`src/rtl/mem_port_arbiter_pkg.sv`:
```
// Shared definitions for the unified-memory port arbiter: owner encoding, default widths, response tag.
package mem_port_arbiter_pkg;

  localparam int unsigned ADDR_W_DEF = 32;
  localparam int unsigned DATA_W_DEF = 32;

  localparam logic OWNER_IF = 1'b0;
  localparam logic OWNER_D  = 1'b1;

  // One in-flight read slot: whether a response is due and who gets it
  typedef struct packed {
    logic valid;
    logic owner;
  } resp_tag_t;

endpackage

```
`src/rtl/mem_port_arbiter_if.sv`:
```
// Requester + memory-port bundle; master = pipeline/memory environment, slave = arbiter.
interface mem_port_arbiter_if import mem_port_arbiter_pkg::*; #(
  parameter int unsigned ADDR_W = ADDR_W_DEF,
  parameter int unsigned DATA_W = DATA_W_DEF
);
  localparam int unsigned BE_W = DATA_W / 8;

  logic              if_req;
  logic [ADDR_W-1:0] if_addr;
  logic              if_gnt;
  logic              if_rvalid;
  logic [DATA_W-1:0] if_rdata;

  logic              d_req;
  logic              d_we;
  logic [BE_W-1:0]   d_be;
  logic [ADDR_W-1:0] d_addr;
  logic [DATA_W-1:0] d_wdata;
  logic              d_gnt;
  logic              d_rvalid;
  logic [DATA_W-1:0] d_rdata;

  logic              mem_en;
  logic              mem_we;
  logic [BE_W-1:0]   mem_be;
  logic [ADDR_W-1:0] mem_addr;
  logic [DATA_W-1:0] mem_wdata;
  logic [DATA_W-1:0] mem_rdata;

  modport master (
    output if_req, if_addr, d_req, d_we, d_be, d_addr, d_wdata, mem_rdata,
    input  if_gnt, if_rvalid, if_rdata, d_gnt, d_rvalid, d_rdata,
           mem_en, mem_we, mem_be, mem_addr, mem_wdata
  );

  modport slave (
    input  if_req, if_addr, d_req, d_we, d_be, d_addr, d_wdata, mem_rdata,
    output if_gnt, if_rvalid, if_rdata, d_gnt, d_rvalid, d_rdata,
           mem_en, mem_we, mem_be, mem_addr, mem_wdata
  );

endinterface

```
`src/rtl/mem_port_arbiter_resp_tag_pipe.sv`:
```
// Fixed-latency {valid, owner} shift register steering read responses back to their requester.
module arb_resp_tag_pipe import mem_port_arbiter_pkg::*; #(
  parameter int unsigned DEPTH = 1
) (
  input  logic      clk,
  input  logic      rst,
  input  resp_tag_t tag_in,
  output resp_tag_t tag_out
);

  resp_tag_t [DEPTH-1:0] stage_q;
  resp_tag_t [DEPTH-1:0] stage_d;

  always_comb begin
    stage_d    = stage_q;
    stage_d[0] = tag_in;
    for (int unsigned i = 1; i < DEPTH; i++) begin
      stage_d[i] = stage_q[i-1];
    end
  end

  always_ff @(posedge clk) begin
    if (rst) stage_q <= '0;
    else     stage_q <= stage_d;
  end

  assign tag_out = stage_q[DEPTH-1];

endmodule

```
`src/rtl/mem_port_arbiter.sv`:
```
// Single-port memory arbiter between instruction fetch and load/store, D-priority with IF anti-starvation.
// Optional ARB_PERF_EN adds perf_conflicts / perf_if_stalls counters.
module mem_port_arbiter import mem_port_arbiter_pkg::*; #(
  parameter int unsigned ADDR_W      = ADDR_W_DEF,
  parameter int unsigned DATA_W      = DATA_W_DEF,
  parameter int unsigned MEM_LATENCY = 1,
  parameter int unsigned STARVE_MAX  = 4
) (
  input  logic              clk,
  input  logic              rst,
  mem_port_arbiter_if.slave bus
`ifdef ARB_PERF_EN
  ,
  output logic [31:0]       perf_conflicts,
  output logic [31:0]       perf_if_stalls
`endif
);

  localparam int unsigned BE_W  = DATA_W / 8;
  localparam int unsigned CNT_W = $clog2(STARVE_MAX + 1);

  logic             if_win;
  logic             d_win;
  logic [CNT_W-1:0] starve_q;
  logic [CNT_W-1:0] starve_d;
  resp_tag_t        tag_in;
  resp_tag_t        tag_out;

  // Winner select: D by default, IF once it has waited STARVE_MAX D grants
  always_comb begin
    if_win = 1'b0;
    d_win  = 1'b0;
    if (!rst) begin
      if (bus.if_req && (!bus.d_req || starve_q == CNT_W'(STARVE_MAX))) if_win = 1'b1;
      else if (bus.d_req)                                              d_win  = 1'b1;
    end
  end

  always_comb begin
    starve_d = starve_q;
    if (if_win || !bus.if_req)                            starve_d = '0;
    else if (d_win && starve_q != CNT_W'(STARVE_MAX))     starve_d = starve_q + CNT_W'(1);
  end

  always_ff @(posedge clk) begin
    if (rst) starve_q <= '0;
    else     starve_q <= starve_d;
  end

  assign bus.if_gnt = if_win;
  assign bus.d_gnt  = d_win;

  // Memory port mux; idle drives everything low
  always_comb begin
    bus.mem_en    = 1'b0;
    bus.mem_we    = 1'b0;
    bus.mem_be    = {BE_W{1'b0}};
    bus.mem_addr  = {ADDR_W{1'b0}};
    bus.mem_wdata = {DATA_W{1'b0}};
    if (if_win) begin
      bus.mem_en   = 1'b1;
      bus.mem_be   = {BE_W{1'b1}};
      bus.mem_addr = bus.if_addr;
    end else if (d_win) begin
      bus.mem_en    = 1'b1;
      bus.mem_we    = bus.d_we;
      bus.mem_be    = bus.d_be;
      bus.mem_addr  = bus.d_addr;
      bus.mem_wdata = bus.d_wdata;
    end
  end

  always_comb begin
    tag_in.valid = if_win | (d_win & ~bus.d_we);
    tag_in.owner = d_win ? OWNER_D : OWNER_IF;
  end

  arb_resp_tag_pipe #(.DEPTH(MEM_LATENCY)) u_tag_pipe (
    .clk     (clk),
    .rst     (rst),
    .tag_in  (tag_in),
    .tag_out (tag_out)
  );

  // Responses are masked while reset is asserted so stale tags never surface
  assign bus.if_rvalid = ~rst & tag_out.valid & (tag_out.owner == OWNER_IF);
  assign bus.d_rvalid  = ~rst & tag_out.valid & (tag_out.owner == OWNER_D);
  assign bus.if_rdata  = bus.mem_rdata;
  assign bus.d_rdata   = bus.mem_rdata;

`ifdef ARB_PERF_EN
  logic [31:0] conflicts_q, conflicts_d;
  logic [31:0] stalls_q, stalls_d;

  always_comb begin
    conflicts_d = conflicts_q;
    stalls_d    = stalls_q;
    if (bus.if_req && bus.d_req) conflicts_d = conflicts_q + 32'd1;
    if (bus.if_req && !if_win)   stalls_d    = stalls_q + 32'd1;
  end

  always_ff @(posedge clk) begin
    if (rst) begin
      conflicts_q <= '0;
      stalls_q    <= '0;
    end else begin
      conflicts_q <= conflicts_d;
      stalls_q    <= stalls_d;
    end
  end

  assign perf_conflicts = conflicts_q;
  assign perf_if_stalls = stalls_q;
`endif

endmodule
```
`src/flat_wrapper.sv`:
```
// flat-port wrapper written by rule: the top's interface ports become plain ports
module mem_port_arbiter_flat import mem_port_arbiter_pkg::*;
#(
  parameter int unsigned ADDR_W      = ADDR_W_DEF,
  parameter int unsigned DATA_W      = DATA_W_DEF,
  parameter int unsigned MEM_LATENCY = 1,
  parameter int unsigned STARVE_MAX  = 4
)
  (clk, rst, bus_if_req, bus_if_addr, bus_d_req, bus_d_we, bus_d_be, bus_d_addr, bus_d_wdata, bus_mem_rdata, bus_if_gnt, bus_if_rvalid, bus_if_rdata, bus_d_gnt, bus_d_rvalid, bus_d_rdata, bus_mem_en, bus_mem_we, bus_mem_be, bus_mem_addr, bus_mem_wdata);
  mem_port_arbiter_if #(.ADDR_W(ADDR_W), .DATA_W(DATA_W)) bus_i ();
  input  logic clk;
  input  logic rst;
  input wire logic [$bits(bus_i.if_req)-1:0] bus_if_req;
  input wire logic [$bits(bus_i.if_addr)-1:0] bus_if_addr;
  input wire logic [$bits(bus_i.d_req)-1:0] bus_d_req;
  input wire logic [$bits(bus_i.d_we)-1:0] bus_d_we;
  input wire logic [$bits(bus_i.d_be)-1:0] bus_d_be;
  input wire logic [$bits(bus_i.d_addr)-1:0] bus_d_addr;
  input wire logic [$bits(bus_i.d_wdata)-1:0] bus_d_wdata;
  input wire logic [$bits(bus_i.mem_rdata)-1:0] bus_mem_rdata;
  output wire logic [$bits(bus_i.if_gnt)-1:0] bus_if_gnt;
  output wire logic [$bits(bus_i.if_rvalid)-1:0] bus_if_rvalid;
  output wire logic [$bits(bus_i.if_rdata)-1:0] bus_if_rdata;
  output wire logic [$bits(bus_i.d_gnt)-1:0] bus_d_gnt;
  output wire logic [$bits(bus_i.d_rvalid)-1:0] bus_d_rvalid;
  output wire logic [$bits(bus_i.d_rdata)-1:0] bus_d_rdata;
  output wire logic [$bits(bus_i.mem_en)-1:0] bus_mem_en;
  output wire logic [$bits(bus_i.mem_we)-1:0] bus_mem_we;
  output wire logic [$bits(bus_i.mem_be)-1:0] bus_mem_be;
  output wire logic [$bits(bus_i.mem_addr)-1:0] bus_mem_addr;
  output wire logic [$bits(bus_i.mem_wdata)-1:0] bus_mem_wdata;
  assign bus_i.if_req = bus_if_req;
  assign bus_i.if_addr = bus_if_addr;
  assign bus_i.d_req = bus_d_req;
  assign bus_i.d_we = bus_d_we;
  assign bus_i.d_be = bus_d_be;
  assign bus_i.d_addr = bus_d_addr;
  assign bus_i.d_wdata = bus_d_wdata;
  assign bus_i.mem_rdata = bus_mem_rdata;
  assign bus_if_gnt = bus_i.if_gnt;
  assign bus_if_rvalid = bus_i.if_rvalid;
  assign bus_if_rdata = bus_i.if_rdata;
  assign bus_d_gnt = bus_i.d_gnt;
  assign bus_d_rvalid = bus_i.d_rvalid;
  assign bus_d_rdata = bus_i.d_rdata;
  assign bus_mem_en = bus_i.mem_en;
  assign bus_mem_we = bus_i.mem_we;
  assign bus_mem_be = bus_i.mem_be;
  assign bus_mem_addr = bus_i.mem_addr;
  assign bus_mem_wdata = bus_i.mem_wdata;
  mem_port_arbiter #(.ADDR_W(ADDR_W), .DATA_W(DATA_W), .MEM_LATENCY(MEM_LATENCY), .STARVE_MAX(STARVE_MAX)) u_core (.clk(clk), .rst(rst), .bus(bus_i));
endmodule
```
`config.mk`:
```
export PLATFORM = sky130hd
export DESIGN_NAME = mem_port_arbiter_flat
export DESIGN_NICKNAME = d
export VERILOG_FILES = /design/src/rtl/mem_port_arbiter_pkg.sv /design/src/rtl/mem_port_arbiter_if.sv /design/src/rtl/mem_port_arbiter_resp_tag_pipe.sv /design/src/rtl/mem_port_arbiter.sv /design/src/flat_wrapper.sv
export SDC_FILE = /design/constraint.sdc
export NUM_CORES = 1
export LEC_CHECK = 0
export CORE_AREA = 2 2 106 108
export CTS_CLUSTER_DIAMETER = 80
export DETAILED_ROUTE_END_ITERATION = 10
export DIE_AREA = 0 0 108 110
export GPL_ROUTABILITY_DRIVEN = 0
export PLACE_DENSITY_LB_ADDON = 0.1
export SETUP_SLACK_MARGIN = 0.4
export SLEW_MARGIN = 25
export SYNTH_ARGS = -nofsm -noshare
export SYNTH_HDL_FRONTEND = slang
export SYNTH_HIERARCHICAL = 1
export SYNTH_SLANG_ARGS = --single-unit
```
`constraint.sdc`:
```
create_clock -name clk -period 2.79 [get_ports clk]
set_input_delay 0.4185 -clock clk [delete_from_list [all_inputs] [get_ports clk]]
set_output_delay 0.4185 -clock clk [all_outputs]
set_load 0.05 [all_outputs]
```
* After elaboration in Yosys (flattened, before gate mapping)
Index checks and enable logic that the tools add are counted.
** Operators by class
- $add $sub $neg :: 1
- Multiply operators :: 0
- Div/mod/pow operators :: 0
- Order comparisons :: 0
- Equality and inequality tests :: 2
- Shift-type cells :: 0
- Multiplexer cells :: 15
- Bitwise gates (word level) :: 8
- Reduce and logical (&&, ||, !) cells :: 7
** Operators by type and width (count)
- $mux W32 :: 4
- $mux W1 :: 9
- $mux W4 :: 2
- $and A1 B1 Y1 :: 4
- $add A3 B1 Y3 const B :: 1
- $eq A3 B3 Y1 const B :: 1
- $ne A3 B3 Y1 const B :: 1
- $not A1 Y1 :: 3
- $logic_and A1 B1 Y1 :: 2
- $logic_not A1 Y1 :: 2
- $logic_or A1 B1 Y1 :: 2
- $reduce_or A2 Y1 :: 1
- $or A1 B1 Y1 :: 1
** Word-level totals
- Flip-flop bits (word level) :: 5
- Bits in latches :: 0
- Memory bits (writable) :: 0
- Bits in read-only memories :: 0
- Input port bits :: 137
- Output and inout bits :: 138
- Memories :: 0

* Depth between registers and ports, before layout
- Depth after elaboration :: 7
- Depth in mapped cells :: 6
- Depth with buffers taken out :: 5

* Hierarchy
The synthesis kept the hierarchy.
** Modules (own cells, without submodules)
- mem_port_arbiter :: instances 1, cells an instance 168, area an instance 1322.5 um2, seq. area each 60.1 um2
- arb_resp_tag_pipe :: instances 1, cells an instance 4, area an instance 52.6 um2, seq. area each 40.0 um2

* Worst setup path after synthesis
Ideal clock, no wire load.
- Kind :: reg-to-output
- Start :: register u_core.starve_q[0]
- End :: output bus_mem_wdata[12]
- Arrival :: 1.636 ns
- Data required time :: 2.372 ns
- Setup slack :: 0.736 ns
- Stages on the path, launching flop included :: 6
- Buffers on the path :: 1
- Cells stage by stage :: dfxtp_1 > inv_1 > ha_1 > a31oi_4 > buf_2 > and2_1
** On the way
- Word-level cells in the longest chain between the ends :: 7
- Elaborated cells on any way between the ends :: 9
- Those cells by class :: eq/ne (1); mux (6); reduce/logical (2)
** RTL lines
- start: declaration :: line mem_port_arbiter.sv:24 : logic [CNT_W-1:0] starve_q;
- start signal: assignment :: line mem_port_arbiter.sv:47 : else starve_q <= starve_d;
- $eq A3 B3 Y1 :: line mem_port_arbiter.sv:34 : if (bus.if_req && (!bus.d_req || starve_q == CNT_W'(STARVE_MAX))) if_win = 1'b1;
- $logic_or A1 B1 Y1 :: line mem_port_arbiter.sv:34
- $logic_and A1 B1 Y1 :: line mem_port_arbiter.sv:34
- $mux W1 :: line mem_port_arbiter.sv:34
- $mux W1 :: line mem_port_arbiter.sv:33 : if (!rst) begin
- named net bus_d_gnt :: line flat_wrapper.sv:24 : output wire logic [$bits(bus_i.d_gnt)-1:0] bus_d_gnt;
- $mux W32 :: line mem_port_arbiter.sv:64 : end else if (d_win) begin
- $mux W32 :: line mem_port_arbiter.sv:60 : if (if_win) begin
- end: declaration :: line flat_wrapper.sv:31 : output wire logic [$bits(bus_i.mem_wdata)-1:0] bus_mem_wdata;
The timed path passes the listed nets, and every way through them passes these cells.

* Final worst setup path
- Start :: input bus_if_req
- End :: output bus_mem_addr[16]
** On the way
- Word-level cells in the longest chain between the ends :: 5
- Elaborated cells on any way between the ends :: 7
- Those cells by class :: mux (6); reduce/logical (1)
** RTL lines
- start: declaration :: line flat_wrapper.sv:13 : input wire logic [$bits(bus_i.if_req)-1:0] bus_if_req;
- $logic_and A1 B1 Y1 * :: line mem_port_arbiter.sv:34
- $mux W1 :: line mem_port_arbiter.sv:34
- $mux W1 :: line mem_port_arbiter.sv:33
- $mux W32 :: line mem_port_arbiter.sv:64
- $mux W32 * :: line mem_port_arbiter.sv:60
- end: declaration :: line flat_wrapper.sv:30 : output wire logic [$bits(bus_i.mem_addr)-1:0] bus_mem_addr;
Every way passes the cells marked *; elsewhere a longest branch is shown, timed or not.

==> impl_metrics.json <==
{
  "status": "finished, final reports clean",
  "fmax_mhz": 429,
  "whs_ns": 0.474,
  "ios": 275,
  "drc": 0,
  "slew_violations": 0,
  "leakage_nw": 1.50,
  "synth_nets": 311,
  "yosys_warnings": 6,
  "syn_to_final_growth_pct": 166,
  "via_count": 1641,
  "drt-initial-drc-count": 45,
  "grt_pass1_vias": 1661,
  "grt_max_degree": 47,
  "synth_seq_area_share_pct": 7.28,
  "criticalPathCategory": "primary input to output pin",
  "tightest_slew_ns": 0.483,
  "cts_hold_buf": 0,
  "cts_max_level": 1,
  "total_power_mw": 0.908,
  "cts-root-buf": "clkbuf_8",
  "synthTopCellsByCount": "buf_4, and2_1, a22o_1, a22o_2, dfxtp_1",
  "grt_use_total_pct": 9.88,
  "die_width_um": 108,
  "maxCapViolations": 0,
  "syn_avg_cell_area_um2": 7.99,
  "cp-end-kind": "output pin",
  "ant_nets": 0,
  "yosysTopAreaCell": "buf_4",
  "die_area_mm2": 0.0119,
  "min_period_ns": 2.33,
  "clkSlewWorstSetupHoldPaths_ns": 0.04,
  "async_reset_ff_share_pct": 0,
  "hpwlAfterDp_um": 5550,
  "p_per_area_mw_per_mm2": 249,
  "ys.flop_type": "dfxtp_1",
  "nets": 430,
  "antenna_found_initial": 0,
  "wire_per_inst_um": 16.3,
  "ys_ff_latch": 5,
  "hold_viol_final": 0,
  "cp.required_ns": 2.37,
  "fin_tns_setup_ns": 0,
  "yosys-top-cells-area": "buf_4, a22o_1, and2_1, dfxtp_1, a22o_2",
  "grt_pass1_wl_um": 9030,
  "port-buffer-count": 178,
  "crit_path_top_delay_cell": "clkdlybuf4s50_1",
  "cts_sinks": 5,
  "fin_crit_sh_pct": 83.5,
  "cp_max_fo": 19,
  "viasPerCell": 3.82,
  "synth_top_area_share_pct": 36.6,
  "cp.arrival_ns": 1.91,
  "num_rows": 38,
  "synth_cells": 172,
  "start_kind": "primary input",
  "vdd_drop_max_v": 0.000111,
  "rsz0062_at_grt": "yes",
  "synth_edf_count": 0,
  "start_util_pct": 12.9,
  "drive_above_1_share_pct": 34.5,
  "core-area_mm2": 0.0107,
  "yosysMostFrequentCell": "buf_4",
  "crit_path_max_incr_delay_ns": 0.59,
  "clock_latency_ns": 0.22,
  "firstDrtPassIters": 4,
  "cts_tree": "built",
  "max_slew_margin_pct": 67.9,
  "clk_path_buf_depth": 2,
  "diodes": 0,
  "synth.distinct_cells": 24,
  "grt_overflow_total": 0,
  "setup_viol": 0,
  "die_y_um": 110,
  "critical_path.cell_chain": "clkdlybuf4s50_1 -> nand2b_2 -> nor2_4 -> buf_4 -> a22o_1 -> buf_12",
  "hold_path_class": "register to register",
  "finalInstanceArea_mm2": 0.00365,
  "wl_um": 7030,
  "postPlaceCellArea_mm2": 0.00354,
  "finalClockSkew_ns": 0.00138,
  "netlist_area_mm2": 0.00138,
  "cts_buffers": 3
}
metal layers:
metal  vias up  share of wire, %  wire [µm]  track usage, %
li1        757                 -          -               -
met1       722                34       2390            10.4
met2       136                50       3500            18.0
met3        26                14        973            3.82
met4         0               2.4        166            3.48
met5         -                 0          0               0
area by class of cell:
class                      count  area (µm²)
clock buffer                   4        45.0
inverter                       3        11.3
fill                        1105        7040
sequential                     5         100
tap                          140         175
timing repair buffer         188        2610
multi-input combinational     90         709
state kept, by name, summed over array words and instances, names as in the netlist:
signal                     cells
u_core/starve_q                3
u_core/u_tag_pipe/tag_out      2
report_power, final:
group	switching [mW]	internal, mW
logic	0.317	0.379
clock network	0.0383	0.0983
registers	0.00110	0.0740
total	0.357	0.552
timing repair:
action                     4_1_cts  5_1_grt
gates cloned                     0        2
setup endpoints to repair       30       66
gates resized for setup          4        2
setup buffers                    0        3
pin swaps                        0        0
kinds of logic after synthesis:
kind of cell	count (synthesis)	share of synthesized area (%)
AOI/OAI and AO/OA	39	26.3
adders and majority gates	2	1.82
buffers and inverters	77	41.7
DFF	5	7.28
muxes	1	0.728
and+or+nand+nor	48	22.2
critical path, delay by kind of cell:
family	cells	cell delay (ns)
AND/OR/NAND/NOR	2	0.24
AO/OA/AOI/OAI	1	0.24
buffers and inverters	3	1.00
layout by cell type (no fill, tap or decap), types with 2 or more instances in the layout:
| cell type | n |
|---|---|
| dlygate4sd2_1 | 3 |
| nor3b_1 | 2 |
| a22o_1 | 26 |
| inv_1 | 3 |
| nor2_1 | 3 |
| nor3_1 | 2 |
| ha_1 | 2 |
| dfxtp_1 | 5 |
| buf_12 | 73 |
| clkbuf_8 | 3 |
| a22o_2 | 6 |
| nor2b_1 | 2 |
| and2_1 | 33 |
| buf_4 | 6 |
| clkdlybuf4s50_1 | 102 |
| a21o_2 | 4 |
| nand2_1 | 2 |
| buf_6 | 2 |
final timing paths:
path,startpoint,cells past startpoint,slack (ns),endpoint
worst min-delay path,u_core/starve_q[0]$_SDFFE_PP0P_,1,0.47,u_core/starve_q[0]$_SDFFE_PP0P_
worst max-delay path,bus_if_req,6,0.46,bus_mem_addr[16]
worst max register to register,u_core/starve_q[0]$_SDFFE_PP0P_,6,1.38,u_core/u_tag_pipe/tag_out[0]$_SDFF_PP0_
worst min register to register,u_core/starve_q[0]$_SDFFE_PP0P_,1,0.47,u_core/starve_q[0]$_SDFFE_PP0P_
metrics by stage:
stage / util, % / instances / worst slack [ns]
detailed placement: 33.1 / 421 / 0.360
finish: 34.2 / 430 / 0.461
global route: 34.2 / 430 / 0.389
floorplan: - / 172 / 0.736
CTS: 33.6 / 425 / 0.385
global placement: 33.1 / 421 / 0.385
No activity file was read; power rests on OpenSTA's default activity.
